<file path="src/rtl/video_timing_gen.sv">
// Parametrised raster timing generator: pixel/line counters with registered,
// zero-latency sync, blanking, data-enable and frame-start decode.
module video_timing_gen #(
    parameter int unsigned HW       = 10,
    parameter int unsigned VW       = 10,
    parameter int unsigned H_ACTIVE = 640,
    parameter int unsigned H_FP     = 16,
    parameter int unsigned H_SYNC   = 96,
    parameter int unsigned H_BP     = 48,
    parameter int unsigned V_ACTIVE = 480,
    parameter int unsigned V_FP     = 10,
    parameter int unsigned V_SYNC   = 2,
    parameter int unsigned V_BP     = 33,
    parameter bit          HS_POL   = 1'b0,
    parameter bit          VS_POL   = 1'b0
) (
    input  logic          clk_sys,
    input  logic          reset,
    input  logic          ce_pix,
    input  logic          run,
    output logic [HW-1:0] hcount,
    output logic [VW-1:0] vcount,
    output logic          VGA_HS,
    output logic          VGA_VS,
    output logic          VGA_HB,
    output logic          VGA_VB,
    output logic          VGA_DE,
    output logic          frame_start
);

    localparam int unsigned H_TOTAL = H_ACTIVE + H_FP + H_SYNC + H_BP;
    localparam int unsigned V_TOTAL = V_ACTIVE + V_FP + V_SYNC + V_BP;

    // Reject geometries the counters cannot represent.
    if (H_BP == 0) begin : g_bad_hbp
        $error("video_timing_gen: H_BP must be at least 1");
    end
    if (V_BP == 0) begin : g_bad_vbp
        $error("video_timing_gen: V_BP must be at least 1");
    end
    if (longint'(H_TOTAL) > (longint'(1) << HW)) begin : g_bad_hw
        $error("video_timing_gen: HW too small for H_TOTAL-1");
    end
    if (longint'(V_TOTAL) > (longint'(1) << VW)) begin : g_bad_vw
        $error("video_timing_gen: VW too small for V_TOTAL-1");
    end

    // A nonzero back porch keeps every sync end value inside the counter range.
    localparam logic [HW-1:0] H_LAST     = HW'(H_TOTAL - 1);
    localparam logic [HW-1:0] H_BLANK    = HW'(H_ACTIVE);
    localparam logic [HW-1:0] H_HS_START = HW'(H_ACTIVE + H_FP);
    localparam logic [HW-1:0] H_HS_END   = HW'(H_ACTIVE + H_FP + H_SYNC);
    localparam logic [VW-1:0] V_LAST     = VW'(V_TOTAL - 1);
    localparam logic [VW-1:0] V_BLANK    = VW'(V_ACTIVE);
    localparam logic [VW-1:0] V_VS_START = VW'(V_ACTIVE + V_FP);
    localparam logic [VW-1:0] V_VS_END   = VW'(V_ACTIVE + V_FP + V_SYNC);

    logic [HW-1:0] hcount_q, hcount_d;
    logic [VW-1:0] vcount_q, vcount_d;
    logic          hs_q, hs_d;
    logic          vs_q, vs_d;
    logic          hb_q, hb_d;
    logic          vb_q, vb_d;
    logic          de_q, de_d;
    logic          fs_q, fs_d;
    logic          advance;
    logic          h_wrap;
    logic          v_wrap;

    // Next counter values, then decode of those values so outputs align with counters.
    always_comb begin
        advance  = ce_pix & run;
        h_wrap   = (hcount_q == H_LAST);
        v_wrap   = (vcount_q == V_LAST);
        hcount_d = hcount_q;
        vcount_d = vcount_q;
        if (advance) begin
            if (h_wrap) begin
                hcount_d = '0;
                vcount_d = v_wrap ? '0 : vcount_q + VW'(1);
            end else begin
                hcount_d = hcount_q + HW'(1);
            end
        end
        hb_d = (hcount_d >= H_BLANK);
        vb_d = (vcount_d >= V_BLANK);
        de_d = ~hb_d & ~vb_d & run;
        hs_d = ((hcount_d >= H_HS_START) && (hcount_d < H_HS_END)) ? HS_POL : ~HS_POL;
        vs_d = ((vcount_d >= V_VS_START) && (vcount_d < V_VS_END)) ? VS_POL : ~VS_POL;
        fs_d = advance && (hcount_d == '0) && (vcount_d == '0);
    end

    always_ff @(posedge clk_sys or posedge reset) begin
        if (reset) begin
            hcount_q <= H_LAST;
            vcount_q <= V_LAST;
            hs_q     <= ~HS_POL;
            vs_q     <= ~VS_POL;
            hb_q     <= 1'b1;
            vb_q     <= 1'b1;
            de_q     <= 1'b0;
            fs_q     <= 1'b0;
        end else begin
            hcount_q <= hcount_d;
            vcount_q <= vcount_d;
            hs_q     <= hs_d;
            vs_q     <= vs_d;
            hb_q     <= hb_d;
            vb_q     <= vb_d;
            de_q     <= de_d;
            fs_q     <= fs_d;
        end
    end

    assign hcount      = hcount_q;
    assign vcount      = vcount_q;
    assign VGA_HS      = hs_q;
    assign VGA_VS      = vs_q;
    assign VGA_HB      = hb_q;
    assign VGA_VB      = vb_q;
    assign VGA_DE      = de_q;
    assign frame_start = fs_q;

endmodule

</file>
<file path="config.mk">
export PLATFORM = sky130hd
export DESIGN_NAME = video_timing_gen
export DESIGN_NICKNAME = d
export VERILOG_FILES = /design/src/rtl/video_timing_gen.sv
export SDC_FILE = /design/constraint.sdc
export NUM_CORES = 1
export LEC_CHECK = 0
export BUFFER_PORTS_ARGS = -buffer_cell sky130_fd_sc_hd__buf_4
export CORE_ASPECT_RATIO = 1.1
export CORE_MARGIN = 2
export CORE_UTILIZATION = 50
export DETAILED_ROUTE_END_ITERATION = 8
export PLACE_DENSITY = 0.74
export SYNTH_ARGS = -nofsm -noshare
export SYNTH_HDL_FRONTEND = slang
export SYNTH_SLANG_ARGS = --single-unit
</file>
<file path="constraint.sdc">
create_clock -name clk_sys -period 2.99 [get_ports clk_sys]
set_input_delay 0.1495 -clock clk_sys [delete_from_list [all_inputs] [get_ports clk_sys]]
set_output_delay 0.1495 -clock clk_sys [all_outputs]
set_load 0.01 [all_outputs]
</file>
==> report_table.html <==
<table>
<tr><th>Metric</th><th>Value</th></tr>
<tr><th colspan="2">Finish</th></tr>
<tr><td>Number of non-filler instances in the completed layout</td><td>~210</td></tr>
<tr><td>Share of post-route cells with drive strength above 1</td><td>32.2%</td></tr>
<tr><td>Relative area change from synthesis to final layout</td><td>19.6%</td></tr>
<tr><td>Most frequent standard cell in the layout excluding fill and tap cells</td><td>sky130_fd_sc_hd__buf_4</td></tr>
<tr><td>Final #Nets</td><td>188</td></tr>
<tr><td>Diode count</td><td>0</td></tr>
<tr><td>Filler cell count</td><td>between 200 and 250</td></tr>
<tr><td>Commonest cells after routing, fill and taps aside</td><td>sky130_fd_sc_hd__buf_4 (31), sky130_fd_sc_hd__dfstp_2 (14), sky130_fd_sc_hd__nand2_1 (13)</td></tr>
<tr><th colspan="2">GRT</th></tr>
<tr><td>Largest net degree at the start of global routing</td><td>27</td></tr>
<tr><td>Total global-route track usage</td><td>a little under a quarter</td></tr>
<tr><td>Antenna violations before repair</td><td>0</td></tr>
<tr><td>Overflow left after global routing</td><td>0</td></tr>
<tr><td>Global-route wire length before repair</td><td>5910 um</td></tr>
<tr><td>Vias in the first global route</td><td>1217</td></tr>
<tr><th colspan="2">CTS</th></tr>
<tr><td>Hold buffers post-CTS</td><td>0</td></tr>
<tr><td>CTS H-tree depth</td><td>1</td></tr>
<tr><td>Register clock-pin slew on the reported worst setup and hold paths</td><td>roughly 0.15 ns</td></tr>
<tr><td>Post-CTS Resized</td><td>0</td></tr>
<tr><td>Inserted Clock Buffers</td><td>3</td></tr>
<tr><td>Maximum root-to-sink buffer count</td><td>2</td></tr>
<tr><td>Root Buffer</td><td>sky130_fd_sc_hd__clkbuf_4</td></tr>
<tr><td>Clock Latency Late Sink</td><td>approximately 0.33 ns</td></tr>
<tr><td>Number of post-CTS setup repair buffers</td><td>0</td></tr>
<tr><td>Clock sinks</td><td>26</td></tr>
<tr><td>CTS tree</td><td>done</td></tr>
<tr><th colspan="2">Timing</th></tr>
<tr><td>Relative slew slack</td><td>between 30% and 40%</td></tr>
<tr><td>Post-route clock period utilization</td><td>88.7%</td></tr>
<tr><td>Final Slew Violations</td><td>0</td></tr>
<tr><td>Final hold viol count</td><td>0</td></tr>
<tr><td>Worst hold margin</td><td>between 0.03 and 0.04 ns</td></tr>
<tr><td>Worst clock skew on the final layout</td><td>between 0.01 and 0.015 ns</td></tr>
<tr><td>Transition at the pin with the smallest max-transition slack</td><td>between 0.9 and 1 ns</td></tr>
<tr><td>Total negative slack</td><td>0 ns</td></tr>
<tr><td>Final setup vio count</td><td>0</td></tr>
<tr><td>Setup repair after global routing missed its margin</td><td>no</td></tr>
<tr><td>Shortest clock period the worst path allows after layout</td><td>2.65 ns</td></tr>
<tr><td>Top achievable clock speed</td><td>~380 MHz</td></tr>
<tr><th colspan="2">Synth</th></tr>
<tr><td>Main area contributors after synthesis</td><td>sky130_fd_sc_hd__dfstp_2 (25%), sky130_fd_sc_hd__dfrtp_1 (20%), sky130_fd_sc_hd__xnor2_1 (4.7%), sky130_fd_sc_hd__nand2_1 (3.3%), sky130_fd_sc_hd__nand3_1 (3.0%)</td></tr>
<tr><td>Proportion of synthesized chip area in sequential cells</td><td>44.8%</td></tr>
<tr><td>Number of flip-flops and latches in the synthesized netlist</td><td>26</td></tr>
<tr><td>Fraction of synthesized cell area taken by the top area cell type</td><td>between 20 and 25%</td></tr>
<tr><td>Mapped Avg Cell Area</td><td>roughly 9.9 um^2</td></tr>
<tr><td>Number of enable flip-flop cells after synthesis</td><td>0</td></tr>
<tr><td>Syn. warnings</td><td>0</td></tr>
<tr><td>Mapped Cells</td><td>~150</td></tr>
<tr><td>Synthesized netlist net count</td><td>158</td></tr>
<tr><td>Commonest register cell after synthesis</td><td>sky130_fd_sc_hd__dfstp_2</td></tr>
<tr><td>Netlist Area Pre-Place</td><td>between 1000 and 1500 um^2</td></tr>
<tr><td>Ys async rst share</td><td>100%</td></tr>
<tr><td>Number of distinct library cell variants in the gate-level netlist after synthesis</td><td>45</td></tr>
<tr><td>Biggest area consumer among synthesized cells</td><td>sky130_fd_sc_hd__dfstp_2</td></tr>
<tr><th colspan="2">Place</th></tr>
<tr><td>Number of cells after detailed placement</td><td>209</td></tr>
<tr><td>DPL Wire Length</td><td>between 2000 and 3000 um</td></tr>
<tr><td>Total of buffers placed on input and output ports</td><td>29</td></tr>
<tr><td>Gpl congestion</td><td>between 0.8 and 0.9</td></tr>
<tr><th colspan="2">Power</th></tr>
<tr><td>Worst vdd ir</td><td>0.528 mV</td></tr>
<tr><td>Total power draw</td><td>934 uW</td></tr>
<tr><td>Power Density</td><td>around 520 nW/um^2</td></tr>
<tr><td>Standby leakage power</td><td>roughly 0.78 nW</td></tr>
<tr><th colspan="2">Floorplanning</th></tr>
<tr><td>X dimension of the die</td><td>about 56 um</td></tr>
<tr><td>Die area</td><td>~3400 um^2</td></tr>
<tr><td>Initial core utilization</td><td>53.2%</td></tr>
<tr><td>Standard cell core area</td><td>approximately 2800 um^2</td></tr>
<tr><td>Floorplan die height</td><td>61.3 um</td></tr>
<tr><td>I/O Pins</td><td>30</td></tr>
<tr><td>Row Count</td><td>20</td></tr>
<tr><th colspan="2">Worst setup path</th></tr>
<tr><td>Element type at the critical path start</td><td>register</td></tr>
<tr><td>Endpoint kind of the worst setup timing path</td><td>register</td></tr>
<tr><td>Worst Path Required</td><td>around 3.3 ns</td></tr>
<tr><td>Arrival time of data at the critical path endpoint</td><td>2.92 ns</td></tr>
<tr><td>Maximum fanout along the worst path</td><td>8</td></tr>
<tr><td>Type of the setup path with the least slack</td><td>reg2reg</td></tr>
<tr><td>Reg2reg setup slack</td><td>between 0.3 and 0.4 ns</td></tr>
<tr><th colspan="2">Drt</th></tr>
<tr><td>Post-DR wirelength/cell</td><td>17.2 um</td></tr>
<tr><td>Pre-Repair DR Iteration Count</td><td>5</td></tr>
<tr><td>Per-cell via count in the routed design</td><td>~6.1</td></tr>
<tr><td>DRC violations left</td><td>0</td></tr>
<tr><td>Final ANT Viol Nets</td><td>0</td></tr>
<tr><td>Number of vias in the routed layout</td><td>approximately 1.3k</td></tr>
<tr><td>Final wirelength</td><td>between 3000 and 4000 um</td></tr>
<tr><td>Number of DRC markers in iteration 0</td><td>68</td></tr>
<tr><th colspan="2">Hold path</th></tr>
<tr><td>Class of the tightest hold or removal check</td><td>in2async</td></tr>
<tr><th colspan="2">Flow run</th></tr>
<tr><td>Max-cap violation count</td><td>0</td></tr>
<tr><th colspan="2">Run status</th></tr>
<tr><td>Status</td><td>finished, final reports clean</td></tr>
</table>
[registers in the layout (all words and copies together) (netlist names)]
| name | cells |
|---|---|
| VGA_HB | 1 |
| VGA_VB | 1 |
| VGA_VS | 1 |
| vcount | 10 |
| frame_start | 1 |
| VGA_HS | 1 |
| VGA_DE | 1 |
| hcount | 10 |
[stage by stage]
step | instance area, um^2 | utilization [%] | worst slack, ns
after floorplan | 1490 | - | 0.521
after CTS | 1780 | 63.6 | 0.348
after detailed placement | 1730 | 61.7 | 0.401
final | 1780 | 63.6 | 0.338
after global placement | 1730 | 61.7 | 0.447
after global routing | 1780 | 63.6 | 0.192
[worst paths after layout]
| path | start | cells past startpoint | to |
|---|---|---|---|
| worst max-delay path | hcount[0] | 7 | frame_start |
| worst min-delay path | reset | 2 | hcount[5] |
| worst max register to register | hcount[0] | 7 | frame_start |
| worst min register to register | hcount[1] | 2 | hcount[1] |
| max in group asynchronous | reset | 2 | vcount[8] |
| min in group clk_sys | run | 3 | hcount[1] |
[cell families after synthesis]
kind of cell / share of synthesized area [%]
AND/OR/NAND/NOR: 29.2
flip-flops: 44.8
AO/OA/AOI/OAI: 9.57
buffers and inverters: 4.79
XOR/XNOR: 7.64
adder cells (fa/ha/maj): 2.52
multiplexers: 1.43
[Yosys cell counts, types with 2 or more instances]
library cell,count
sky130_fd_sc_hd__clkbuf_1,2
sky130_fd_sc_hd__or2_1,2
sky130_fd_sc_hd__nand4_1,5
sky130_fd_sc_hd__xnor2_1,8
sky130_fd_sc_hd__nand4b_1,3
sky130_fd_sc_hd__dfstp_2,14
sky130_fd_sc_hd__nor4b_1,2
sky130_fd_sc_hd__ha_1,3
sky130_fd_sc_hd__dfrtp_1,12
sky130_fd_sc_hd__nand2_1,13
sky130_fd_sc_hd__and3_1,3
sky130_fd_sc_hd__a31oi_1,3
sky130_fd_sc_hd__o31ai_1,2
sky130_fd_sc_hd__o21ai_0,6
sky130_fd_sc_hd__xor2_1,5
sky130_fd_sc_hd__nor2_1,7
sky130_fd_sc_hd__nor3_1,5
sky130_fd_sc_hd__nor4_2,2
sky130_fd_sc_hd__a21oi_1,7
sky130_fd_sc_hd__inv_1,10
sky130_fd_sc_hd__nand3_1,9
sky130_fd_sc_hd__nor4_1,3
sky130_fd_sc_hd__nand2b_1,2
sky130_fd_sc_hd__buf_2,2
[final cells by class]
class	count	area [um^2]	share of cell area [%]
repair buffers	31	233	13.1
well taps	33	41.3	2.32
inverters	10	37.5	2.11
clock inverters	1	30.0	1.68
clock buffers	3	22.5	1.26
multi-input cells	109	751	42.1
flip-flops and latches	26	668	37.5
[power breakdown]
| group | switching (mW) | internal [mW] |
|---|---|---|
| Sequential | 0.0649 | 0.409 |
| Clock | 0.111 | 0.136 |
| Combinational | 0.111 | 0.104 |
| Total | 0.287 | 0.648 |
[critical path, cell delays in order (launching register included)]
cell and delay, ns:
sky130_fd_sc_hd__dfstp_2 0.62, sky130_fd_sc_hd__ha_1 0.32, sky130_fd_sc_hd__nand4_4 0.16, sky130_fd_sc_hd__or4_4 0.61, sky130_fd_sc_hd__nor3_1 0.26, sky130_fd_sc_hd__xor2_1 0.12, sky130_fd_sc_hd__nor4b_1 0.31, sky130_fd_sc_hd__and3_1 0.19
[per-layer routing]
layer	up-vias	GRT usage (%)	routed length (um)
met5	-	0	0
met4	0	8.84	55
met3	8	3.15	201
met2	53	42.5	1940
met1	638	26.4	1470
li1	608	-	-
Power figures use the tool's default switching activity.
